==> config.mk <==
export PLATFORM = sky130hd
export DESIGN_NAME = word_splitter
export DESIGN_NICKNAME = d
export VERILOG_FILES = /design/src/rtl/word_splitter_pkg.sv /design/src/rtl/byte_max_sel.sv /design/src/rtl/word_splitter.sv
export SDC_FILE = /design/constraint.sdc
export NUM_CORES = 1
export LEC_CHECK = 0
export CAP_MARGIN = 20
export CORE_ASPECT_RATIO = 0.7
export CORE_MARGIN = 4
export CORE_UTILIZATION = 50
export DETAILED_ROUTE_END_ITERATION = 10
export GPL_TIMING_DRIVEN = 0
export PLACE_DENSITY_LB_ADDON = 0.05
export SYNTH_ARGS = -nofsm -noshare
export SYNTH_HDL_FRONTEND = slang
export SYNTH_SLANG_ARGS = --single-unit
==> constraint.sdc <==
create_clock -name clk -period 1.9 [get_ports clk]
set_input_delay 0.57 -clock clk [delete_from_list [all_inputs] [get_ports clk]]
set_output_delay 0.57 -clock clk [all_outputs]
set_load 0.02 [all_outputs]
==> src/rtl/word_splitter_pkg.sv <==
// word_splitter_pkg
//   Shared widths and the lane-index type for the word splitter and its
//   signed max selector.
package word_splitter_pkg;

    localparam int unsigned WORD_W    = 32;
    localparam int unsigned BYTE_W    = 8;
    localparam int unsigned NUM_LANES = 4;

    // Index 0..3 selects lane O1..O4.
    typedef logic [1:0] lane_idx_t;

endpackage

==> src/rtl/byte_max_sel.sv <==
// byte_max_sel
//   Combinational signed 4-way maximum over byte lanes.
//   Ports:
//     lanes    in   packed lanes, lanes[0] = O1 ... lanes[3] = O4
//     max_lane out  index of the largest lane (two's complement); ties pick
//                   the lowest index
module byte_max_sel
    import word_splitter_pkg::*;
(
    input  logic [NUM_LANES-1:0][BYTE_W-1:0] lanes,
    output lane_idx_t                        max_lane
);

    logic signed [BYTE_W-1:0] best_val;
    lane_idx_t                best_idx;

    // Linear scan with strict '>' so an equal later lane never displaces an
    // earlier one.
    always_comb begin
        best_val = $signed(lanes[0]);
        best_idx = '0;
        for (int i = 1; i < NUM_LANES; i++) begin
            if ($signed(lanes[i]) > best_val) begin
                best_val = $signed(lanes[i]);
                best_idx = lane_idx_t'(i);
            end
        end
    end

    assign max_lane = best_idx;

endmodule

==> src/rtl/word_splitter.sv <==
// word_splitter
//   Registered 32-bit to 4-byte splitter with per-lane zero/sign flags and a
//   signed max-lane index. One cycle latency, no backpressure.
//   Ports:
//     clk       in   system clock, rising edge
//     rst_n     in   asynchronous active-low reset
//     A         in   input word
//     in_valid  in   capture A (and swap) on this edge
//     swap      in   0 = big-endian split, 1 = little-endian split
//     O1..O4    out  registered byte lanes
//     out_valid out  one-cycle pulse after each capture
//     zero      out  zero[i-1] set when Oi == 0
//     neg       out  neg[i-1] set when Oi bit 7 is set
//     max_lane  out  index of the largest lane under signed compare
module word_splitter
    import word_splitter_pkg::*;
(
    input  logic              clk,
    input  logic              rst_n,
    input  logic [WORD_W-1:0] A,
    input  logic              in_valid,
    input  logic              swap,
    output logic [BYTE_W-1:0] O1,
    output logic [BYTE_W-1:0] O2,
    output logic [BYTE_W-1:0] O3,
    output logic [BYTE_W-1:0] O4,
    output logic              out_valid,
    output logic [3:0]        zero,
    output logic [3:0]        neg,
    output lane_idx_t         max_lane
);

    logic [NUM_LANES-1:0][BYTE_W-1:0] lanes_d, lanes_q;
    logic [NUM_LANES-1:0]             zero_d, zero_q;
    logic [NUM_LANES-1:0]             neg_d, neg_q;
    lane_idx_t                        max_d, max_q;
    logic                             valid_q;

    // lanes_d[0] feeds O1; swap reverses the byte order.
    always_comb begin
        if (swap) begin
            lanes_d[0] = A[7:0];
            lanes_d[1] = A[15:8];
            lanes_d[2] = A[23:16];
            lanes_d[3] = A[31:24];
        end else begin
            lanes_d[0] = A[31:24];
            lanes_d[1] = A[23:16];
            lanes_d[2] = A[15:8];
            lanes_d[3] = A[7:0];
        end
    end

    always_comb begin
        zero_d = '0;
        neg_d  = '0;
        for (int i = 0; i < NUM_LANES; i++) begin
            zero_d[i] = (lanes_d[i] == '0);
            neg_d[i]  = lanes_d[i][BYTE_W-1];
        end
    end

    byte_max_sel u_max_sel (
        .lanes    (lanes_d),
        .max_lane (max_d)
    );

    always_ff @(posedge clk or negedge rst_n) begin
        if (!rst_n) begin
            lanes_q <= '0;
            zero_q  <= '1;
            neg_q   <= '0;
            max_q   <= '0;
            valid_q <= 1'b0;
        end else begin
            valid_q <= in_valid;
            if (in_valid) begin
                lanes_q <= lanes_d;
                zero_q  <= zero_d;
                neg_q   <= neg_d;
                max_q   <= max_d;
            end
        end
    end

    assign O1        = lanes_q[0];
    assign O2        = lanes_q[1];
    assign O3        = lanes_q[2];
    assign O4        = lanes_q[3];
    assign zero      = zero_q;
    assign neg       = neg_q;
    assign max_lane  = max_q;
    assign out_valid = valid_q;

endmodule

==> run_results.csv, run 1 <==
group,metric,value,unit
global_route,grt_max_degree,40,
routing,routedWlPerCell,21.0,um
finish,layout.nets,489,
floorplanning,rows,22,
global_route,grt_pass1_vias,3046,
synth,yosysTopAreaCellShare,0.319,
run_status,violations,"negative setup slack",
worst_setup_path,slowest_delay,390,ps
routing,wl_met1,4120,um
power,peakVddDrop,0.491,mV
power,power.density,804,nW/um2
finish,layout.cells.non_filler,502,
worst_setup_path,cp-startpoint,"swap",
sta,rsz0062_at_grt,"yes",
placement,routabilityCongestion,0.884,
global_route,grt_pass1_wl,15600,um
worst_setup_path,crit_chain,"clkbuf_16 -> buf_16 -> mux2i_4 -> inv_2 -> ha_4 -> a211oi_4 -> o22ai_2 -> o211ai_4 -> buf_6 -> a21o_1 -> nand2_2 -> ha_4 -> nand4_1 -> o32a_1 -> o41ai_4 -> buf_4 -> nor2_1 -> a31oi_1 -> ha_1 -> nor2b_1 -> o211ai_1 -> a21oi_1 -> o21ai_2 -> a31oi_1",
synth,synth_cells,306,
finish,fin_area,4530,um2
global_route,grt_usage,0.304,
sta,whs,388,ps
finish,drive_above_1_share,0.286,
sta,worst_pin_slew,884,ps
finish,area_growth,64.9,%
power,swShare,0.386,
synth,yosysWarnings,0,
power,power.leakage,2.10,nW
floorplanning,core-area,5290,um2
sta,fmax,0.206,GHz
clocking,cts_sinks,39,
worst_setup_path,worstPathArrival,5020,ps
run_status,status,"complete, but fails checks",
worst_setup_path,crit_buf_inv,5,
clocking,ctsHoldBuffers,0,
floorplanning,dieArea,6760,um2
worst_setup_path,crit_type,"in2reg",
routing,firstDrtPassIters,8,
worst_setup_path,end_kind,"register",
synth,avgSynthCellArea,8.98,um2
floorplanning,die_w,96.6,um
synth,synth_most_common_cell,"nor2_1",
routing,dr_wl_met3,1170,um
worst_setup_path,rr_startpoint,"zero[1]",
finish,final_util,0.857,
worst_setup_path,ff2ff_path_depth,2,
synth,syn-cell-area,2750,um2
synth,synth_common_cells,"nor2_1 (42), a21oi_1 (38), dfrtp_1 (35)",
clocking,clk_pin_slew_worst_paths,80,ps
power,internal-power,2.24,mW
finish,n_antenna_cell,0,
synth,ys_seq_area_frac,0.357,
routing,drtAntennaViolNets,0,
min_path,hold_class,"in2async",
sta,worst_slack,-2950,ps
floorplanning,initial_core_util,0.520,
routing,vias,3037,
power,clkPwrFrac,0.200,
flow_run,drv.max_cap_violation_count,0,
clocking,clkLatencyLatePin,290,ps
synth,syn_nets,366,
worst_setup_path,critPathSlowestCell,"o32a_1",
synth,synth.ff_latch_count,39,
routing,routed_wl,10600,um
placement,dpl.hpwl,7040,um
clocking,clock-root-buffer,"clkbuf_8",
worst_setup_path,reg2reg_slack,1080,ps
clocking,cts_tree,"done",
placement,io_buffers,77,
worst_setup_path,cp-start-kind,"input pin",
routing,first_iter_violations,321,
synth,yosys.cell_types.count,40,
power,p_total,3.64,mW
worst_setup_path,crit_required,2070,ps
sta,finalClockSkew,0,ps
clocking,htree_levels,2,
global_route,antenna_found_initial,0,
routing,wl_met2,4930,um
synth,async_flop_share,1.00,
clocking,clock_path_buffers,2,
sta,min_period,4850,ps
sta,timing.final.crit_share,2.55,
worst_setup_path,cp_top_family,"compound AO/OA/AOI/OAI gates",
worst_setup_path,path_max_fanout,8,
synth,synth-main-ff-cell,"dfrtp_1",
synth,synth_edf_count,0,
sta,maxSlewViolCount,0,
clocking,numCtsBuffers,5,
synth,yosys.area.top_type,"dfrtp_1",
global_route,grt_overflow_total,0,
sta,final_hold_viol_count,0,
routing,drcViolationCount,0,
sta,relSlewSlack,0.410,
power,combPwrFrac,0.532,
floorplanning,io_pins,79,
floorplanning,die_y,70.0,um
sta,setup_viol,2,
routing,via_per_inst,6.05,
placement,place_area,3880,um2
routing,highest_layer,"met4",
synth,synthTopCellsByArea,"dfrtp_1 (32%), mux2i_1 (12%), ha_1 (11%)",
worst_setup_path,regToRegEndpoint,"zero[1]",
power,p_seq_frac,0.268,
power,p_sw,1.41,mW
placement,place_inst,455,
==> per-stage QoR <==
step	worst slack (ps)	TNS [ps]
detailed placement	-3700	-23130
floorplan	-2870	-5740
finish	-2950	-5880
global placement	-3620	-45190
CTS	-2790	-5550
global route	-3080	-6140
==> layer usage <==
layer / track usage / vias up
li1: - / 1339
met1: 0.395 / 1432
met2: 0.499 / 227
met3: 0.0861 / 39
met4: 0.0700 / 0
met5: 0 / -
==> cells by family after synthesis <==
| logic type | synth area share |
|---|---|
| AO/OA/AOI/OAI | 0.185 |
| adder cells (fa/ha/maj) | 0.109 |
| buffers and inverters | 0.0784 |
| flip-flops | 0.357 |
| multiplexers | 0.125 |
| AND/OR/NAND/NOR | 0.145 |
==> layout make-up <==
type	count	area, um2
Clock inverter	2	35.0
Inverter	30	113
Timing Repair Buffer	116	1070
Multi-Input combinational cell	218	1970
Tap cell	72	90.1
Sequential cell	39	981
Clock buffer	6	82.6
Buffer	19	184
Fill cell	281	756
==> sequential cells by signal, indices dropped and copies added, names as in the netlist <==
register / flops
O1: 7
O2: 7
O3: 7
O4: 8
max_lane: 2
neg: 3
out_valid: 1
zero: 4
==> power by group through the flow <==
| stage | combinational [mW] | sequential (mW) | clock [mW] |
|---|---|---|---|
| 2_1_floorplan | 0.919 | 1.09 | 0 |
| 3_3_place_gp | 1.55 | 0.987 | 0 |
| 3_5_place_dp | 1.58 | 0.989 | 0 |
| 4_1_cts | 1.78 | 0.974 | 0.733 |
| 5_1_grt | 2.06 | 0.987 | 0.770 |
| 6_report | 1.94 | 0.977 | 0.729 |
==> cells in the final DEF (no fill, tap or decap), types with 4 or more instances in the layout <==
master           Yosys  layout
nand3_1             10       7
inv_1               30      24
nand2_1             13      11
ha_1                24      15
ha_4                 0       9
clkbuf_8             0       6
dlymetal6s2s_1       0      12
inv_2                0       6
clkbuf_2             0       5
nand4_1             10      10
dfrtp_1             35      35
dfstp_2              4       4
a31oi_1              9       7
clkdlybuf4s50_1      0      37
mux2i_4              0      15
buf_4                5      43
a21o_1               8       8
mux2i_1             32      16
dlygate4sd2_1        0      27
a21oi_1             38      34
nor2_1              42      42
==> worst max-delay path by stage <==
stage	cells past startpoint	endpoint
detailed placement	21	max_lane[1]
global placement	21	max_lane[1]
floorplan	22	max_lane[0]
global route	24	max_lane[1]
CTS	22	max_lane[1]
finish	24	max_lane[1]
==> what timing repair did <==
item                       in CTS  in global routing
setup endpoints to repair      34                 15
pin swaps                      22                  5
resized for setup              62                 21
setup buffers                  30                  9
Note: power is estimated with default switching activity, not from simulation.
==> run 2, diff against run 1 <==
--- a/config.mk
+++ b/config.mk
@@ -5,11 +5,13 @@
 export SDC_FILE = /design/constraint.sdc
 export NUM_CORES = 1
 export LEC_CHECK = 0
+export ABC_AREA = 0
 export CAP_MARGIN = 20
 export CORE_ASPECT_RATIO = 0.7
 export CORE_MARGIN = 4
-export CORE_UTILIZATION = 50
+export CORE_UTILIZATION = 55
 export DETAILED_ROUTE_END_ITERATION = 10
+export DONT_BUFFER_PORTS = 1
 export GPL_TIMING_DRIVEN = 0
 export PLACE_DENSITY_LB_ADDON = 0.05
 export SYNTH_ARGS = -nofsm -noshare
==> run 2 against run 1 <==
Net effect:
- the flow still finishes with violations (negative setup slack)
- global-route usage decreased by 1.6 points
- combinational power decreased by 29%
- final cell count decreased by 20%
- count of clock-buffer cells in the layout increased by 2
- first-iteration DRC count decreased by 24%
- wire length decreased by 20%
- worst setup slack got worse by 43 ps
- fmax decreased by 0.87%
- register-to-register slack got worse by 50 ps
- flip-flop and latch count unchanged
- via count decreased by 19%
- largest power group unchanged
==> run_results.csv, run 2 (synthesis results as in run 1) <==
group,metric,value,unit
run_status,status,"complete, but fails checks",
run_status,violations,"negative setup slack",
global_route,antenna_found_initial,0,
floorplanning,dieArea,6210,um2
finish,layout.cells.non_filler,402,
power,combPwrFrac,0.445,
min_path,hold_class,"in2async",
clocking,clock_path_buffers,2,
worst_setup_path,end_kind,"register",
global_route,grt_max_degree,36,
floorplanning,die_w,92.5,um
worst_setup_path,path_max_fanout,10,
finish,final_util,0.730,
power,p_total,3.08,mW
clocking,cts_sinks,39,
flow_run,drv.max_cap_violation_count,0,
finish,final_cell_mix,"nor2_1 (42), dfrtp_1 (35), a21oi_1 (34)",
clocking,clkLatencyLatePin,290,ps
routing,firstDrtPassIters,4,
power,peakVddDrop,0.594,mV
routing,routed_wl,8500,um
floorplanning,die_y,67.1,um
placement,dpl.hpwl,6320,um
global_route,grt_usage,0.287,
sta,relSlewSlack,0.555,
floorplanning,initial_core_util,0.571,
sta,final_hold_viol_count,0,
routing,drtAntennaViolNets,0,
sta,timing.final.crit_share,2.57,
floorplanning,rows,21,
finish,final_common_cell,"nor2_1",
sta,min_period,4890,ps
global_route,grt_pass1_wl,13400,um
placement,io_buffers,0,
power,clkPwrFrac,0.198,
routing,drcViolationCount,0,
clocking,clk_pin_slew_worst_paths,70,ps
routing,via_per_inst,6.11,
routing,vias,2456,
sta,finalClockSkew,0,ps
worst_setup_path,crit_type,"in2reg",
worst_setup_path,critPathSlowestCell,"a2111o_1",
sta,rsz0062_at_grt,"yes",
placement,place_inst,375,
power,power.leakage,1.51,nW
worst_setup_path,crit_chain,"clkbuf_16 -> buf_16 -> mux2i_4 -> inv_2 -> ha_4 -> nand4_4 -> or2_4 -> o211ai_4 -> buf_6 -> a21o_1 -> nand2_2 -> ha_4 -> nand4_1 -> buf_4 -> o32a_1 -> o41ai_4 -> buf_4 -> nor2_1 -> a31oi_1 -> ha_1 -> a21o_1 -> a2111o_1 -> o21ai_2 -> a31oi_1",
sta,worst_slack,-2990,ps
sta,worst_pin_slew,648,ps
power,swShare,0.392,
worst_setup_path,worstPathArrival,5040,ps
sta,fmax,0.204,GHz
worst_setup_path,slowest_delay,370,ps
global_route,grt_overflow_total,0,
power,p_sw,1.21,mW
finish,drive_above_1_share,0.264,
finish,largest_reg_flops,8,
clocking,cts_tree,"done",
worst_setup_path,crit_required,2050,ps
worst_setup_path,ff2ff_path_depth,2,
global_route,grt_pass1_vias,2364,
sta,maxSlewViolCount,0,
finish,area_growth,27.7,%
finish,n_antenna_cell,0,
sta,setup_viol,2,
finish,layout.nets,392,
sta,whs,98.6,ps
clocking,clock-root-buffer,"clkbuf_8",
floorplanning,core-area,4810,um2
worst_setup_path,cp-start-kind,"input pin",
power,p_seq_frac,0.358,
placement,routabilityCongestion,0.919,
routing,routedWlPerCell,21.1,um
clocking,htree_levels,2,
clocking,numCtsBuffers,5,
power,power.density,878,nW/um2
placement,dp_slack,-3660,ps
power,internal-power,1.87,mW
routing,first_iter_violations,245,
floorplanning,io_pins,79,
-- run 2: path summary, 6_finish.rpt --
| path | from | endpoint | slack [ps] |
|---|---|---|---|
| worst max-delay path | swap | max_lane[1] | -2990 |
| worst min-delay path | rst_n | max_lane[0] | 100 |
| worst max register to register | zero[1] | zero[1] | 1030 |
| worst min register to register | zero[1] | zero[1] | 540 |
| max in group asynchronous | rst_n | O2[0] | 1600 |
| min in group clk | in_valid | out_valid | 300 |
-- run 2: per-stage QoR --
| step | area [um2] | TNS [ps] |
|---|---|---|
| 2_1_floorplan | 3020 | -5740 |
| 5_1_grt | 3510 | -6250 |
| 3_5_place_dp | 3110 | -9470 |
| 3_3_place_gp | 3110 | -9970 |
| 4_1_cts | 3480 | -5650 |
| 6_report | 3510 | -5980 |
-- run 2: layout make-up --
cell class | count | area [um2]
Buffer | 19 | 178
Clock buffer | 8 | 100
Fill cell | 350 | 1300
Inverter | 30 | 113
Multi-Input combinational cell | 218 | 1900
Sequential cell | 39 | 981
Tap cell | 69 | 86.3
Timing Repair Buffer | 19 | 155
-- run 2: per-layer routing --
metal  vias to the layer above  share of wire  track usage  wire length, um
met5                         -              0            0                0
met4                         0          0.020       0.0833              172
met3                        13           0.11        0.103              893
met2                       120           0.44        0.435             3730
met1                      1188           0.44        0.390             3700
li1                       1135              -            -                -
-- run 2: power groups by stage --
| stage | clock network, mW | registers, mW | logic [mW] |
|---|---|---|---|
| 4_1_cts | 0.611 | 1.10 | 1.32 |
| 6_report | 0.609 | 1.10 | 1.37 |
| 3_3_place_gp | 0 | 1.12 | 1.14 |
| 3_5_place_dp | 0 | 1.12 | 1.14 |
| 2_1_floorplan | 0 | 1.09 | 0.919 |
| 5_1_grt | 0.653 | 1.11 | 1.49 |
-- run 2: repair_timing --
item,CTS,global route
cloned,1,0
hold buffers,1,0
endpoints found under the setup margin,2,2
setup buffers,14,3
pin swaps,12,9
gates resized for setup,22,4
hold endpoints to repair,35,0
-- run 2: critical path, delay by kind of cell --
kind                       cells  cell delay (ps)
buffers and inverters          6              950
adders and majority gates      3              880
and+or+nand+nor                5              700
AOI/OAI and AO/OA              9             1660
muxes                          1              270
==> run 3, diff against run 2 <==
--- a/config.mk
+++ b/config.mk
@@ -14,6 +14,8 @@
 export DONT_BUFFER_PORTS = 1
 export GPL_TIMING_DRIVEN = 0
 export PLACE_DENSITY_LB_ADDON = 0.05
+export SKIP_LAST_GASP = 1
 export SYNTH_ARGS = -nofsm -noshare
 export SYNTH_HDL_FRONTEND = slang
+export SYNTH_HIERARCHICAL = 1
 export SYNTH_SLANG_ARGS = --single-unit
==> run 3 against run 2 <==
Net effect:
- worst hold slack worse by 3.4 ps
- register-to-register slack got worse by 40 ps
- combinational power increased by 36%
- sequential share of layout area fell by 4.0 points
- highest routed layer unchanged
- critical path type unchanged
- clock power up 40%
- the run still ends with negative setup slack left
- first-iteration DRC count is 30% lower
- worst setup slack lost 250 ps
- via count fell by 1.3%
- non-clock buffer count is 21 higher
- clock skew did not move
- flip-flop and latch count is the same
==> run_results.csv, run 3 <==
group,metric,value,unit
sta,tns,-6430,ps
worst_setup_path,cp-start-kind,"input pin",
worst_setup_path,slowest_delay,580,ps
routing,routedWlPerCell,23.5,um
synth,syn-cell-area,3110,um2
power,peakVddDrop,0.411,mV
floorplanning,core-area,5340,um2
clocking,clock-root-buffer,"clkbuf_8",
synth,yosys.cell_types.count,43,
run_status,violations,"negative setup slack",
synth,synth.ff_latch_count,39,
synth,ys_seq_area_frac,0.316,
synth,avgSynthCellArea,11.7,um2
synth,synthTopCellsByArea,"dfrtp_1 (28%), mux2_4 (27%), ha_1 (9.7%)",
sta,final_hold_viol_count,0,
finish,final_util,0.768,
floorplanning,die_w,97.8,um
worst_setup_path,critPathSlowestCell,"nor3_4",
sta,timing.final.crit_share,2.71,
clocking,clock_path_buffers,2,
sta,fmax,0.195,GHz
sta,worst_pin_slew,676,ps
worst_setup_path,crit_required,2090,ps
worst_setup_path,crit_buf_inv,5,
clocking,clk_pin_slew_worst_paths,90,ps
finish,drive_above_1_share,0.588,
synth,yosysWarnings,6,
synth,synth-main-ff-cell,"dfrtp_1",
finish,fillers,326,
sta,worst_slack,-3240,ps
global_route,grt_overflow_total,0,
sta,relSlewSlack,0.548,
global_route,antenna_found_initial,0,
synth,async_flop_share,1.00,
finish,layout.nets,377,
routing,routed_wl,9170,um
worst_setup_path,worstPathArrival,5330,ps
routing,firstDrtPassIters,4,
finish,largest_reg_flops,8,
global_route,grt_pass1_vias,2529,
finish,n_antenna_cell,0,
floorplanning,initial_core_util,0.582,
finish,area_growth,32.0,%
routing,drtAntennaViolNets,0,
clocking,clkLatencyLatePin,290,ps
run_status,status,"complete, but fails checks",
sta,maxSlewViolCount,0,
clocking,numCtsBuffers,5,
clocking,cts_sinks,39,
clocking,htree_levels,2,
power,power.density,945,nW/um2
power,power.leakage,1.88,nW
placement,routabilityCongestion,0.877,
finish,layout.cells.non_filler,390,
min_path,hold_class,"in2async",
synth,synth_cells,265,
worst_setup_path,cp_top_family,"compound AO/OA/AOI/OAI gates",
floorplanning,rows,22,
worst_setup_path,end_kind,"register",
finish,final_cell_mix,"mux2_4 (58), buf_4 (42), dfrtp_1 (35)",
synth,synth_edf_count,0,
routing,vias,2423,
sta,whs,95.2,ps
synth,syn_nets,325,
synth,synth_common_cells,"mux2_4 (56), dfrtp_1 (35), ha_1 (24)",
global_route,grt_pass1_wl,13800,um
clocking,cts_tree,"done",
global_route,grt_max_degree,36,
sta,rsz0062_at_grt,"yes",
routing,first_iter_violations,172,
worst_setup_path,path_max_fanout,9,
sta,min_period,5140,ps
sta,setup_viol,2,
power,p_total,3.88,mW
placement,io_buffers,0,
worst_setup_path,rr_startpoint,"O3[3]",
floorplanning,dieArea,6930,um2
flow_run,drv.max_cap_violation_count,0,
routing,drcViolationCount,0,
floorplanning,io_pins,79,
routing,via_per_inst,6.21,
worst_setup_path,crit_type,"in2reg",
global_route,grt_usage,0.255,
placement,place_inst,337,
synth,yosysTopAreaCellShare,0.282,
sta,finalClockSkew,0,ps
synth,synth_most_common_cell,"mux2_4",
synth,yosys.area.top_type,"dfrtp_1",
placement,dpl.hpwl,6040,um
worst_setup_path,cp-startpoint,"swap",
floorplanning,die_y,70.9,um
finish,final_common_cell,"mux2_4",
run 3: final timing paths:
| kind | cells past startpoint | end | slack [ps] |
|---|---|---|---|
| worst max-delay path | 25 | max_lane[0] | -3240 |
| worst min register to register | 2 | zero[3] | 590 |
| worst min-delay path | 1 | O4[0] | 100 |
| max in group asynchronous | 1 | O1[0] | 1620 |
| min in group clk | 0 | out_valid | 300 |
| worst max register to register | 1 | O3[3] | 990 |
run 3: logic make-up after synthesis:
logic type / after synthesis / synth area share
AO/OA/AOI/OAI: 51 / 0.127
flip-flops: 39 / 0.316
multiplexers: 66 / 0.307
adder cells (fa/ha/maj): 24 / 0.0967
AND/OR/NAND/NOR: 55 / 0.0926
buffers and inverters: 30 / 0.0608
run 3: cell type report:
| cell class | instances | area (um2) | share of cell area |
|---|---|---|---|
| Inverter | 16 | 75.1 | 0.0183 |
| Tap cell | 72 | 90.1 | 0.0220 |
| Multi-Input combinational cell | 196 | 2260 | 0.551 |
| Clock buffer | 5 | 68.8 | 0.0168 |
| Buffer | 14 | 155 | 0.0378 |
| Clock inverter | 3 | 67.6 | 0.0165 |
| Sequential cell | 39 | 981 | 0.239 |
| Timing Repair Buffer | 45 | 405 | 0.0988 |
run 3: through the flow:
| step | setup slack, ps | instance area [um2] |
|---|---|---|
| after floorplan | -3080 | 3250 |
| after global placement | -3690 | 3340 |
| after detailed placement | -3710 | 3340 |
| after CTS | -3080 | 3930 |
| after global routing | -3450 | 4100 |
| final | -3240 | 4100 |
run 3: what timing repair did:
action / in CTS / in global routing
buffers inserted: 31 / 11
cloned: 2 / 0
hold endpoints to repair: 35 / 0
gates resized for setup: 37 / 19
setup endpoints to repair: 2 / 2
pin swaps: 25 / 21
hold buffers: 1 / 0
run 3: power by group:
part           leakage, nW  internal (mW)  switching [mW]  total (mW)
logic                 1.36          0.948           0.915        1.86
clock network       0.0644          0.524           0.330       0.854
registers            0.448          0.938           0.221        1.16
total                 1.88           2.41            1.47        3.88
run 3: metal layers:
| layer | wire length (um) | GRT usage |
|---|---|---|
| met4 | 149 | 0.0737 |
| met2 | 4170 | 0.386 |
| met1 | 4000 | 0.355 |
| met5 | 0 | 0 |
| met3 | 847 | 0.0729 |
